==> config.mk <==
export PLATFORM = sky130hd
export DESIGN_NAME = l2c_rsp_rx
export DESIGN_NICKNAME = d
export VERILOG_FILES = /design/src/rtl/l2c_rsp_rx.sv
export SDC_FILE = /design/constraint.sdc
export NUM_CORES = 1
export LEC_CHECK = 0
export BUFFER_PORTS_ARGS = -buffer_cell sky130_fd_sc_hd__buf_4
export CORE_AREA = 4 4 158 160
export CTS_BUF_LIST = sky130_fd_sc_hd__clkbuf_2 sky130_fd_sc_hd__clkbuf_4 sky130_fd_sc_hd__clkbuf_8
export CTS_CLUSTER_SIZE = 8
export DETAILED_ROUTE_END_ITERATION = 8
export DIE_AREA = 0 0 162 164
export PLACE_DENSITY_LB_ADDON = 0.3
export SLEW_MARGIN = 15
export SYNTH_ARGS = -nofsm -noshare
export SYNTH_HDL_FRONTEND = slang
export SYNTH_SLANG_ARGS = --single-unit
==> constraint.sdc <==
create_clock -name clk -period 15.28 [get_ports clk]
set_input_delay 3.056 -clock clk [delete_from_list [all_inputs] [get_ports clk]]
set_output_delay 3.056 -clock clk [all_outputs]
set_load 0.05 [all_outputs]
==> src/rtl/l2c_rsp_rx.sv <==
// rtl/l2c_rsp_rx.sv - L2C response receiver: uid filter, response FIFO, credit return
// Beats for this core are buffered and handed to the pipeline; each consumed entry returns one credit.
`ifndef CORE_UID_W
`define CORE_UID_W 8
`endif
`ifndef CORE_DATA_W
`define CORE_DATA_W 64
`endif

module l2c_rsp_rx #(
    parameter int DEPTH   = 4,
    parameter int UID_W   = `CORE_UID_W,
    parameter int DATA_W  = `CORE_DATA_W,
    parameter int CORE_ID = 0
) (
    input  logic                       clk,
    input  logic                       rst,
    input  logic                       rdy,
    input  logic [UID_W-1:0]           uid,
    input  logic [DATA_W-1:0]          data,
    output logic                       credit_ret,
    output logic                       rsp_valid,
    output logic [UID_W-1:0]           rsp_uid,
    output logic [DATA_W-1:0]          rsp_data,
    input  logic                       rsp_ready,
    output logic [$clog2(DEPTH):0]     count,
    output logic                       ovf
);

    localparam int AW = $clog2(DEPTH);
    localparam int PW = AW + 1;

    logic [UID_W-1:0]  mem_uid  [DEPTH];
    logic [DATA_W-1:0] mem_data [DEPTH];

    // The extra MSB on each pointer separates full (MSBs differ) from empty.
    logic [PW-1:0] wptr;
    logic [PW-1:0] rptr;

    logic acc;
    logic full;
    logic pop;
    logic push;
    logic drop;

    assign acc   = rdy && (uid == UID_W'(CORE_ID));
    assign count = wptr - rptr;
    assign full  = (count == PW'(DEPTH));

    assign rsp_valid = (count != '0);
    assign pop       = rsp_valid && rsp_ready;

    // A full FIFO still takes a beat when the head leaves on the same edge.
    assign push = acc && (!full || pop);
    assign drop = acc && full && !pop;

    // Outputs are forced to zero while empty so stale memory never leaks out.
    assign rsp_uid  = rsp_valid ? mem_uid[rptr[AW-1:0]]  : '0;
    assign rsp_data = rsp_valid ? mem_data[rptr[AW-1:0]] : '0;

    always_ff @(posedge clk) begin
        if (push) begin
            mem_uid[wptr[AW-1:0]]  <= uid;
            mem_data[wptr[AW-1:0]] <= data;
        end
    end

    always_ff @(posedge clk or posedge rst) begin
        if (rst) begin
            wptr       <= '0;
            rptr       <= '0;
            credit_ret <= 1'b0;
            ovf        <= 1'b0;
        end else begin
            if (push) begin
                wptr <= wptr + PW'(1);
            end
            if (pop) begin
                rptr <= rptr + PW'(1);
            end
            credit_ret <= pop;
            if (drop) begin
                ovf <= 1'b1;
            end
        end
    end

endmodule

# == Word-level counts from Yosys, hierarchy flattened ==
# Memories as Yosys holds them, arrays and structs flattened.
# Index checks and enable logic that the tools add are counted.
# totals
word_cells,24
mem_bits_rw,288
inputBits,76
n_memories,2
regBits,8
# mem_list
name,depth,width,read_ports,rd_clocked_by_memory_dff,write_ports,line,text
mem_data,4,64,1,0,1,34,logic [DATA_W-1:0] mem_data [DEPTH];
mem_uid,4,8,1,0,1,33,logic [UID_W-1:0] mem_uid [DEPTH];
# op_classes
n_mux,4
add_sub_neg,3
eq_ne,1
n_reduce_logical,10
# ops
operator,count
2-to-1 mux 64 bit,1
logical NOT 8 bit,1
2-to-1 mux 8 bit,1
"adder 3 x 1 -> 3 bit, second input constant",2
logical AND 1 bit,5
"== test 3 bit, second input constant",1
nonzero test 3 bit,1
subtractor 3 bit,1
logical NOT 1 bit,2
2-to-1 mux 1 bit,2
logical OR 1 bit,1

# == Depth between registers and ports, before layout ==
# Gate-level depths: netlist (run 1).
# logic_depth
depth_word,7
mapped_depth,8
depth_no_buf,7

# == Worst setup path after synthesis (run 1) ==
# No wires, ideal clock.
# synth_path
path_kind,in2reg
startpoint,input uid[2]
endpoint,memory mem_data[3][0] (netlist bit) (enable)
path_stages,3
arrival_ns,8.888
setup_slack_ns,5.782
setup_time_ns,0.610
path_buffers,0
t_required_ns,14.670
path_cell_list,nor4_1 > nand4b_1 > nor3b_1
# synth_via
elab_chain_cells,5
# synth_lines
item,line,text
from (decl),19,"input logic [UID_W-1:0] uid,"
logical NOT 8 bit,46,assign acc = rdy && (uid == UID_W'(CORE_ID));
logical AND 1 bit,46,
logical AND 1 bit,54,assign push = acc && (!full || pop);
2-to-1 mux 1 bit,62,if (push) begin
2-to-1 mux 1 bit (not written as such),64,mem_data[wptr[AW-1:0]] <= data;
to (decl),34,
# Every way passes these cells.

# == Worst setup path after layout (run 1) ==
# layout_path
startpoint,register rptr[1]
endpoint,output rsp_data[33]
# layout_via
elab_chain_cells,3
elab_cells_between_ends,4
cone_classes,add/sub (1); mux (1); reduce/logical (1); memory (1)
# layout_lines
item,line,text
from (decl),38,logic [PW-1:0] rptr;
from (signal assigned),79,rptr <= rptr + PW'(1);
subtractor 3 bit,47,assign count = wptr - rptr;
nonzero test 3 bit,50,assign rsp_valid = (count != '0);
2-to-1 mux 64 bit (*),59,assign rsp_data = rsp_valid ? mem_data[rptr[AW-1:0]] : '0;
to (decl),24,"output logic [DATA_W-1:0] rsp_data,"
# Every way passes the cells marked *; elsewhere a longest branch is shown, timed or not.

==> results_dict.tcl, run 1 <==
set metrics [dict create \
    ys_seq_area_share_pct 77.9 \
    leakage_nw 4.75 \
    peakVddDrop_mv 0.213 \
    clk_latency_ns 0.52 \
    reg2reg_to "mem_data[2][59]$_DFFE_PP_" \
    maxSlewHeadroom_pct 23.2 \
    synth-compound-area-share_pct 0.110 \
    diodes 0 \
    synth_top_family_by_area "multiplexers" \
    synth_fp_nets 585 \
    grt_usage_pct 15.7 \
    cts_resized 0 \
    finalCritPeriodShare_pct 44.6 \
    die_area_um2 26600 \
    root_buffer "clkbuf_8" \
    setup_viol 0 \
    drt_iter0_drc 291 \
    arrival_ns 3.77 \
    via_count 5344 \
    hold_viol 0 \
    setup_slack_ns 8.46 \
    cts_setup_buffers 0 \
    max_freq_mhz 147 \
    die_w_um 162 \
    start_util_pct 48.5 \
    drc_errors 0 \
    grt.overflow.total 0 \
    met1_length_um 8500 \
    nNetsFinal 766 \
    synth.cell_area_um2 11400 \
    syn_inst 502 \
    area_growth_syn_to_layout_pct 21.1 \
    met3_wirelength_um 1340 \
    synthMuxAreaShare_pct 14.6 \
    pin_count 154 \
    endpoint "rsp_data[33]" \
    worst-setup-path-type "flop to output port" \
    grt_pass1_vias 5906 \
    core_um2 23400 \
    r2r.worst_path.cells 5 \
    r2r_slack_ns 11.52 \
    total_power_mw 2.77 \
    place_ws_ns 8.90 \
    cp_cell_sequence "fa_1, xnor3_2, nand3_2, buf_4, and2_1, buf_4" \
    post-place-cells 953 \
    cp_slowest_cell "dfrtp_4" \
    outcome "finished clean" \
    clock_skew_ns 0.0122 \
    synth_fa_ha_area_share_pct 0.838 \
    cts.sinks 296 \
    critical_path.startpoint "rptr[1]$_DFFE_PP0P_" \
    ctsHoldBuffers 0 \
    hp-class "flop to flop" \
    yosys-top-cells-area "edfxtp_1, mux4_2, and2_1" \
    htreeDepth 2 \
    end_kind "output port" \
    layout.cells.non_filler 1033 \
    wirelength_um 20500 \
    dr.pass1.iters 4 \
    utilization_pct 58.7 \
    clkTransAtPathRegs_ns 0.06 \
    tns_ns 0 \
    required_ns 12.22 \
    drtAntennaViolNets 0 \
    ys_types 25 \
    highest-signal-layer "met4" \
    cts_tree "built" \
    routedWlPerCell_um 19.8 \
    wl_met2_um 10300 \
    clockBufferDepth 3 \
    yosys.area.top_type_share_pct 76.2 \
    grt_antenna_before_repair 0 \
    yosys.area_share.simple_pct 4.77 \
    crit_path_start_kind "flop" \
    yosys.area.top_type "edfxtp_1" \
    synth-warning-count 0 \
    synth_seq_cells 296 \
    routed_via_density 5.17 \
    cts_buffers 47 \
    worstReg2RegStart "rptr[1]$_DFFE_PP0P_" \
    gp_congestion 0.718 \
    path_common_cell "buf_4" \
    grt_max_degree 76 \
    period_minus_slack_ns 6.82 \
    timing.final.max_slew_violations 0 \
    critPathMaxStageDelay_ns 1.15 \
    layout-drive-gt1-share_pct 44.3 \
    avgSynthCellArea_um2 22.6 \
    grt_pass1_wl_um 32300 \
    hpwl_um 11500 \
    power_density_nw_per_um2 202 \
    synth_xor_area_share_pct 0.518 \
    maxCapViolCount 0 \
    num_rows 56 \
    portBuffers 153 \
    path_max_fanout 75 \
    die_h_um 164 \
    rsz0062_at_grt "false" \
    worst_slew_pin_slew_ns 1.15 \
]
layout by cell type (no fill, tap or decap), drive strengths merged, types with 2 or more instances in the layout:
cell and n:
edfxtp 288, buf 156, and2 76, clkbuf 73, mux4 72, dfrtp 8
inv 7, ha 6, clkinv 6, nand2 3, mux2 3, xnor2 2
xor2 2, nor3 2
worst min-delay path by stage:
stage	startpoint	endpoint	slack (ns)	cells past startpoint
after detailed placement	ovf$_DFFE_PP0P_	ovf$_DFFE_PP0P_	0.47	1
after global routing	ovf$_DFFE_PP0P_	ovf$_DFFE_PP0P_	0.52	1
after CTS	ovf$_DFFE_PP0P_	ovf$_DFFE_PP0P_	0.48	1
final	ovf$_DFFE_PP0P_	ovf$_DFFE_PP0P_	0.47	1
after floorplan	rptr[2]$_DFFE_PP0P_	rptr[2]$_DFFE_PP0P_	0.49	2
after global placement	ovf$_DFFE_PP0P_	ovf$_DFFE_PP0P_	0.45	1
cells in the mapped netlist, drive strengths merged:
cell and count:
mux2 3, nor3b 1, edfxtp 288, nor3 2, nor2 1, nor4 1, dfrtp 8, and2 76
buf 16, inv 7, clkbuf 8, a21o 1, nand2 3, ha 6, nand4b 1, xnor2 2
xnor3 1, xor2 2, fa 1, o21ai 1, mux4 72, nand3 1
stage by stage:
step                area, um^2  hold WS (ns)
detailed placement       12800         0.469
CTS                      13700         0.485
floorplan                11400         0.488
finish                   13700         0.474
global route             13700         0.516
global placement         12800         0.447
logic make-up (layout without fill, tap and decap cells):
group	count (synthesis)	count (layout)
buffers and inverters	31	243
AOI/OAI and AO/OA	2	2
and+or+nand+nor	86	86
muxes	75	75
adders and majority gates	7	7
xor gates and xnor gates	5	5
DFF	296	296
per-layer routing:
layer / up-vias / global-route usage [%]
li1: 2403 / -
met1: 2732 / 20.9
met2: 179 / 26.1
met3: 30 / 4.02
met4: 0 / 4.50
met5: - / 0
power breakdown:
group	internal, mW	switching, mW	total [mW]
logic	0.440	0.732	1.17
registers	0.897	0.0667	0.964
clock network	0.363	0.276	0.639
worst max-delay path: cells and delay by family (launching register included):
family / cells / cell delay, ns
XOR/XNOR: 1 / 0.50
flip-flops: 1 / 1.15
AND/OR/NAND/NOR: 2 / 0.37
buffers and inverters: 2 / 0.72
adder cells (fa/ha/maj): 1 / 0.39
registers in the layout (all words and copies together) (netlist names):
| signal | cells |
|---|---|
| wptr | 3 |
| credit_ret | 1 |
| mem_data | 256 |
| rptr | 3 |
| mem_uid | 32 |
| ovf | 1 |
cell type report:
cell class	count	area, um^2
clock buffer	73	880
clock inverter	7	31.3
fill	1745	9650
inverter	7	26.3
multi-input combinational	175	2380
sequential	296	8860
tap	319	399
timing repair buffer	156	1170
Note: power is estimated with default switching activity, not from simulation.
==> run 2, diff against run 1 <==
clock period = 6.8 ns   (was 15.28 ns; I/O delays follow)
==> results_dict.tcl, run 2 (synthesized netlist as in run 1, its figures left out) <==
set metrics [dict create \
    hp-class "flop to flop" \
    path_max_fanout 44 \
    cts_resized 0 \
    outcome "finished clean" \
    grt_pass1_wl_um 33500 \
    period_minus_slack_ns 5.52 \
    cts_setup_buffers 0 \
    ctsHoldBuffers 0 \
    grt_usage_pct 16.5 \
    routedWlPerCell_um 20.9 \
    crit_path_start_kind "flop" \
    start_util_pct 48.5 \
    place_area_um2 12900 \
    worst_slew_pin_slew_ns 1.14 \
    setup_viol 0 \
    finalCritPeriodShare_pct 81.2 \
    num_rows 56 \
    via_count 5425 \
    final_cell_mix "edfxtp_1, buf_4, and2_1" \
    diodes 0 \
    worst-setup-path-type "flop to output port" \
    root_buffer "clkbuf_8" \
    area_growth_syn_to_layout_pct 20.8 \
    portBuffers 153 \
    maxCapViolCount 0 \
    power_density_nw_per_um2 450 \
    hold_viol 0 \
    drtAntennaViolNets 0 \
    end_kind "output port" \
    tns_ns 0 \
    required_ns 5.44 \
    wirelength_um 21500 \
    pin_count 154 \
    max_freq_mhz 181 \
    grt_antenna_before_repair 0 \
    hold_depth 1 \
    timing.final.max_slew_violations 0 \
    die_h_um 164 \
    die_area_um2 26600 \
    routed_via_density 5.27 \
    dr.pass1.iters 4 \
    final_area_um2 13700 \
    clk_latency_ns 0.53 \
    die_w_um 162 \
    fillCellCount 1819 \
    grt_max_degree 76 \
    hpwl_um 12200 \
    r2r.worst_path.cells 7 \
    cts_buffers 46 \
    cts_tree "built" \
    final_common_cell "edfxtp_1" \
    drt_iter0_drc 313 \
    clock_skew_ns 0.0200 \
    leakage_nw 4.72 \
    clkTransAtPathRegs_ns 0.06 \
    layout-drive-gt1-share_pct 43.9 \
    gp_congestion 0.687 \
    largest_register_ffs 256 \
    grt_pass1_vias 5905 \
    core_um2 23400 \
    cts.sinks 296 \
    r2r_slack_ns 2.94 \
    grt.overflow.total 0 \
    peakVddDrop_mv 0.309 \
    nNetsFinal 768 \
    arrival_ns 4.16 \
    rsz0062_at_grt "false" \
    place_ws_ns 1.73 \
    htreeDepth 2 \
    maxSlewHeadroom_pct 24.2 \
    clockBufferDepth 3 \
    setup_slack_ns 1.28 \
    drc_errors 0 \
]
[run 2: changes by cell type in the layout (fill, tap and decap cells not counted)]
cell	before	now
buf_12	0	2
buf_4	156	157
clkbuf_8	53	47
clkinv_1	5	6
clkinv_2	1	0
nor3b_2	1	0
nor3b_4	0	1
[run 2: metrics by stage]
step	power (mW)	utilization, %	instances	hold slack (ns)
after floorplan	4.12	-	502	0.488
after global placement	4.88	54.9	954	0.474
after detailed placement	4.90	54.9	954	0.478
after CTS	6.27	58.4	1028	0.492
after global routing	6.46	58.6	1030	0.496
final	6.18	58.6	1030	0.478
[run 2: cell type report]
| class | instances | area, um^2 | share of cell area (%) |
|---|---|---|---|
| Sequential cell | 296 | 8860 | 64.6 |
| Multi-Input combinational cell | 175 | 2390 | 17.4 |
| Timing Repair Buffer | 159 | 1220 | 8.88 |
| Clock buffer | 67 | 797 | 5.81 |
| Tap cell | 319 | 399 | 2.91 |
| Clock inverter | 7 | 30.0 | 0.219 |
| Inverter | 7 | 26.3 | 0.192 |
[run 2: path summary, 6_finish.rpt]
kind | startpoint | to
max | rptr[0]$_DFFE_PP0P_ | rsp_data[40]
max reg2reg | rptr[0]$_DFFE_PP0P_ | rptr[1]$_DFFE_PP0P_
min in group asynchronous | rst | credit_ret$_DFF_PP0_
min | ovf$_DFFE_PP0P_ | ovf$_DFFE_PP0P_
max in group asynchronous | rst | rptr[1]$_DFFE_PP0P_
min reg2reg | ovf$_DFFE_PP0P_ | ovf$_DFFE_PP0P_
[run 2: critical path, stage by stage (launching register included)]
cell and delay [ns]:
dfrtp_4 0.79, ha_1 0.35, fa_1 0.41, xnor3_2 0.48, nand3_2 0.66, buf_4 0.52, and2_1 0.21, buf_4 0.19
[run 2: per-layer routing]
layer | vias up | GRT usage (%) | routed length [um]
met4 | 0 | 4.65 | 340
met3 | 35 | 4.72 | 1640
met5 | - | 0 | 0
met2 | 179 | 27.9 | 10600
li1 | 2399 | - | -
met1 | 2812 | 21.3 | 8890
[run 2: power breakdown]
group / switching, mW / internal, mW / leakage [nW] / total [mW]
logic: 1.64 / 0.989 / 1.60 / 2.63
registers: 0.181 / 2.02 / 2.68 / 2.20
clock network: 0.617 / 0.740 / 0.439 / 1.36
==> run 3, diff against run 2 <==
clock period = 4.8 ns   (was 6.8 ns; I/O delays follow)
==> results_dict.tcl, run 3 (synthesized netlist as in run 1, its figures left out) <==
set metrics [dict create \
    portBuffers 153 \
    period_minus_slack_ns 4.34 \
    die_w_um 162 \
    leakage_nw 4.76 \
    maxCapViolCount 0 \
    switchingPower_mw 3.43 \
    multiInputGateArea_um2 2390 \
    grt_pass1_wl_um 33500 \
    area_growth_syn_to_layout_pct 21.4 \
    tns_ns 0 \
    wirelength_um 21400 \
    cts_buffers 47 \
    critPathMaxStageDelay_ns 0.48 \
    drc_errors 0 \
    peakVddDrop_mv 0.449 \
    grt_antenna_before_repair 0 \
    routedWlPerCell_um 20.6 \
    maxSlewHeadroom_pct 26.5 \
    required_ns 3.84 \
    start_util_pct 48.5 \
    r2r_slack_ns 1.61 \
    largest_register_ffs 256 \
    root_buffer "clkbuf_8" \
    cp_top_family "buffers and inverters" \
    worst_slew_pin_slew_ns 1.10 \
    final_cell_mix "edfxtp_1, buf_4, and2_1" \
    layout-drive-gt1-share_pct 43.7 \
    cts_resized 0 \
    dr.pass1.iters 4 \
    pin_count 154 \
    die_h_um 164 \
    fillCellCount 1767 \
    critPathBufInv 3 \
    max_freq_mhz 230 \
    clockBufferDepth 3 \
    setup_viol 0 \
    clk_latency_ns 0.54 \
    clkPwrFrac_pct 21.8 \
    grt.overflow.total 0 \
    hold_slack_ns 0.377 \
    timing.final.max_slew_violations 0 \
    htreeDepth 2 \
    p_int_mw 5.33 \
    pwr-share-seq_pct 32.8 \
    finalCritPeriodShare_pct 90.4 \
    routed_via_density 5.20 \
    drt_iter0_drc 317 \
    core_um2 23400 \
    hp-class "primary input to async pin" \
    clock_skew_ns 0.0217 \
    power_density_nw_per_um2 636 \
    p_comb_share_pct 45.5 \
    grt_pass1_vias 6111 \
    diodes 0 \
    cts.sinks 296 \
    cp_slowest_cell "xnor3_2" \
    drtAntennaViolNets 0 \
    seqCellArea_um2 8860 \
    grt_max_degree 75 \
    final_common_cell "edfxtp_1" \
    clkTransAtPathRegs_ns 0.06 \
    nNetsFinal 773 \
    worst-setup-path-type "flop to output port" \
    cp_cell_sequence "inv_1, ha_1, fa_1, xnor3_2, nand3_2, buf_12, and2_1, buf_4" \
    rsz0062_at_grt "false" \
    outcome "finished clean" \
    path_max_fanout 35 \
    crit_path_start_kind "flop" \
    cts_tree "built" \
    hold_viol 0 \
    die_area_um2 26600 \
    arrival_ns 3.38 \
    switching_share_pct 39.2 \
    num_rows 56 \
    ctsHoldBuffers 0 \
    hpwl_um 12700 \
    gp_congestion 0.702 \
    via_count 5388 \
    grt_usage_pct 16.3 \
    end_kind "output port" \
    cts_setup_buffers 0 \
]
run 3: changes by cell type in the layout (fill, tap and decap cells not counted), sizes merged:
cell / previous run / this run
buf: 159 / 163
clkinv: 6 / 12
clkinvlp: 1 / 0
clkbuf: 67 / 64
run 3: per-layer routing:
layer	track usage [%]	wire (um)	up-vias	part of all wire (%)
met5	0	0	-	0
met4	4.96	385	0	1.8
met3	4.64	1480	39	6.9
met2	28.7	11000	164	51
met1	19.8	8530	2776	40
li1	-	-	2409	-
run 3: area by class of cell:
class,count,share of cell area [%]
clock buffers,64,5.71
well taps,319,2.90
clock inverters,12,0.336
multi-input cells,175,17.4
inverters,7,0.191
repair buffers,163,9.24
flip-flops and latches,296,64.3
run 3: final timing paths:
kind                                        endpoint  depth (start not counted)                start
max                                     rsp_data[43]                          8  wptr[0]$_DFFE_PP0P_
min                              wptr[2]$_DFFE_PP0P_                          2                  rst
max reg2reg                mem_data[2][32]$_DFFE_PP_                          8  wptr[0]$_DFFE_PP0P_
min reg2reg                          ovf$_DFFE_PP0P_                          1      ovf$_DFFE_PP0P_
max in group asynchronous        rptr[1]$_DFFE_PP0P_                          2                  rst
min in group clk                     ovf$_DFFE_PP0P_                          1      ovf$_DFFE_PP0P_
run 3: power groups by stage:
stage               clock, mW  sequential (mW)  combinational (mW)
finish                   1.91             2.87                3.98
global route             2.09             2.87                4.20
CTS                      1.97             2.87                4.05
detailed placement          0             2.93                4.04
global placement            0             2.92                4.02
floorplan                   0             2.93                2.91
run 3: through the flow:
| stage | total power, mW | util [%] | setup WS (ns) | instance area [um^2] | cells |
|---|---|---|---|---|---|
| floorplan | 5.84 | - | 0.894 | 11400 | 502 |
| global placement | 6.95 | 55.3 | 1.00 | 12900 | 960 |
| detailed placement | 6.97 | 55.3 | 0.957 | 12900 | 960 |
| CTS | 8.89 | 58.9 | 0.356 | 13800 | 1036 |
| global route | 9.16 | 58.9 | 0.272 | 13800 | 1036 |
| finish | 8.76 | 58.9 | 0.460 | 13800 | 1036 |
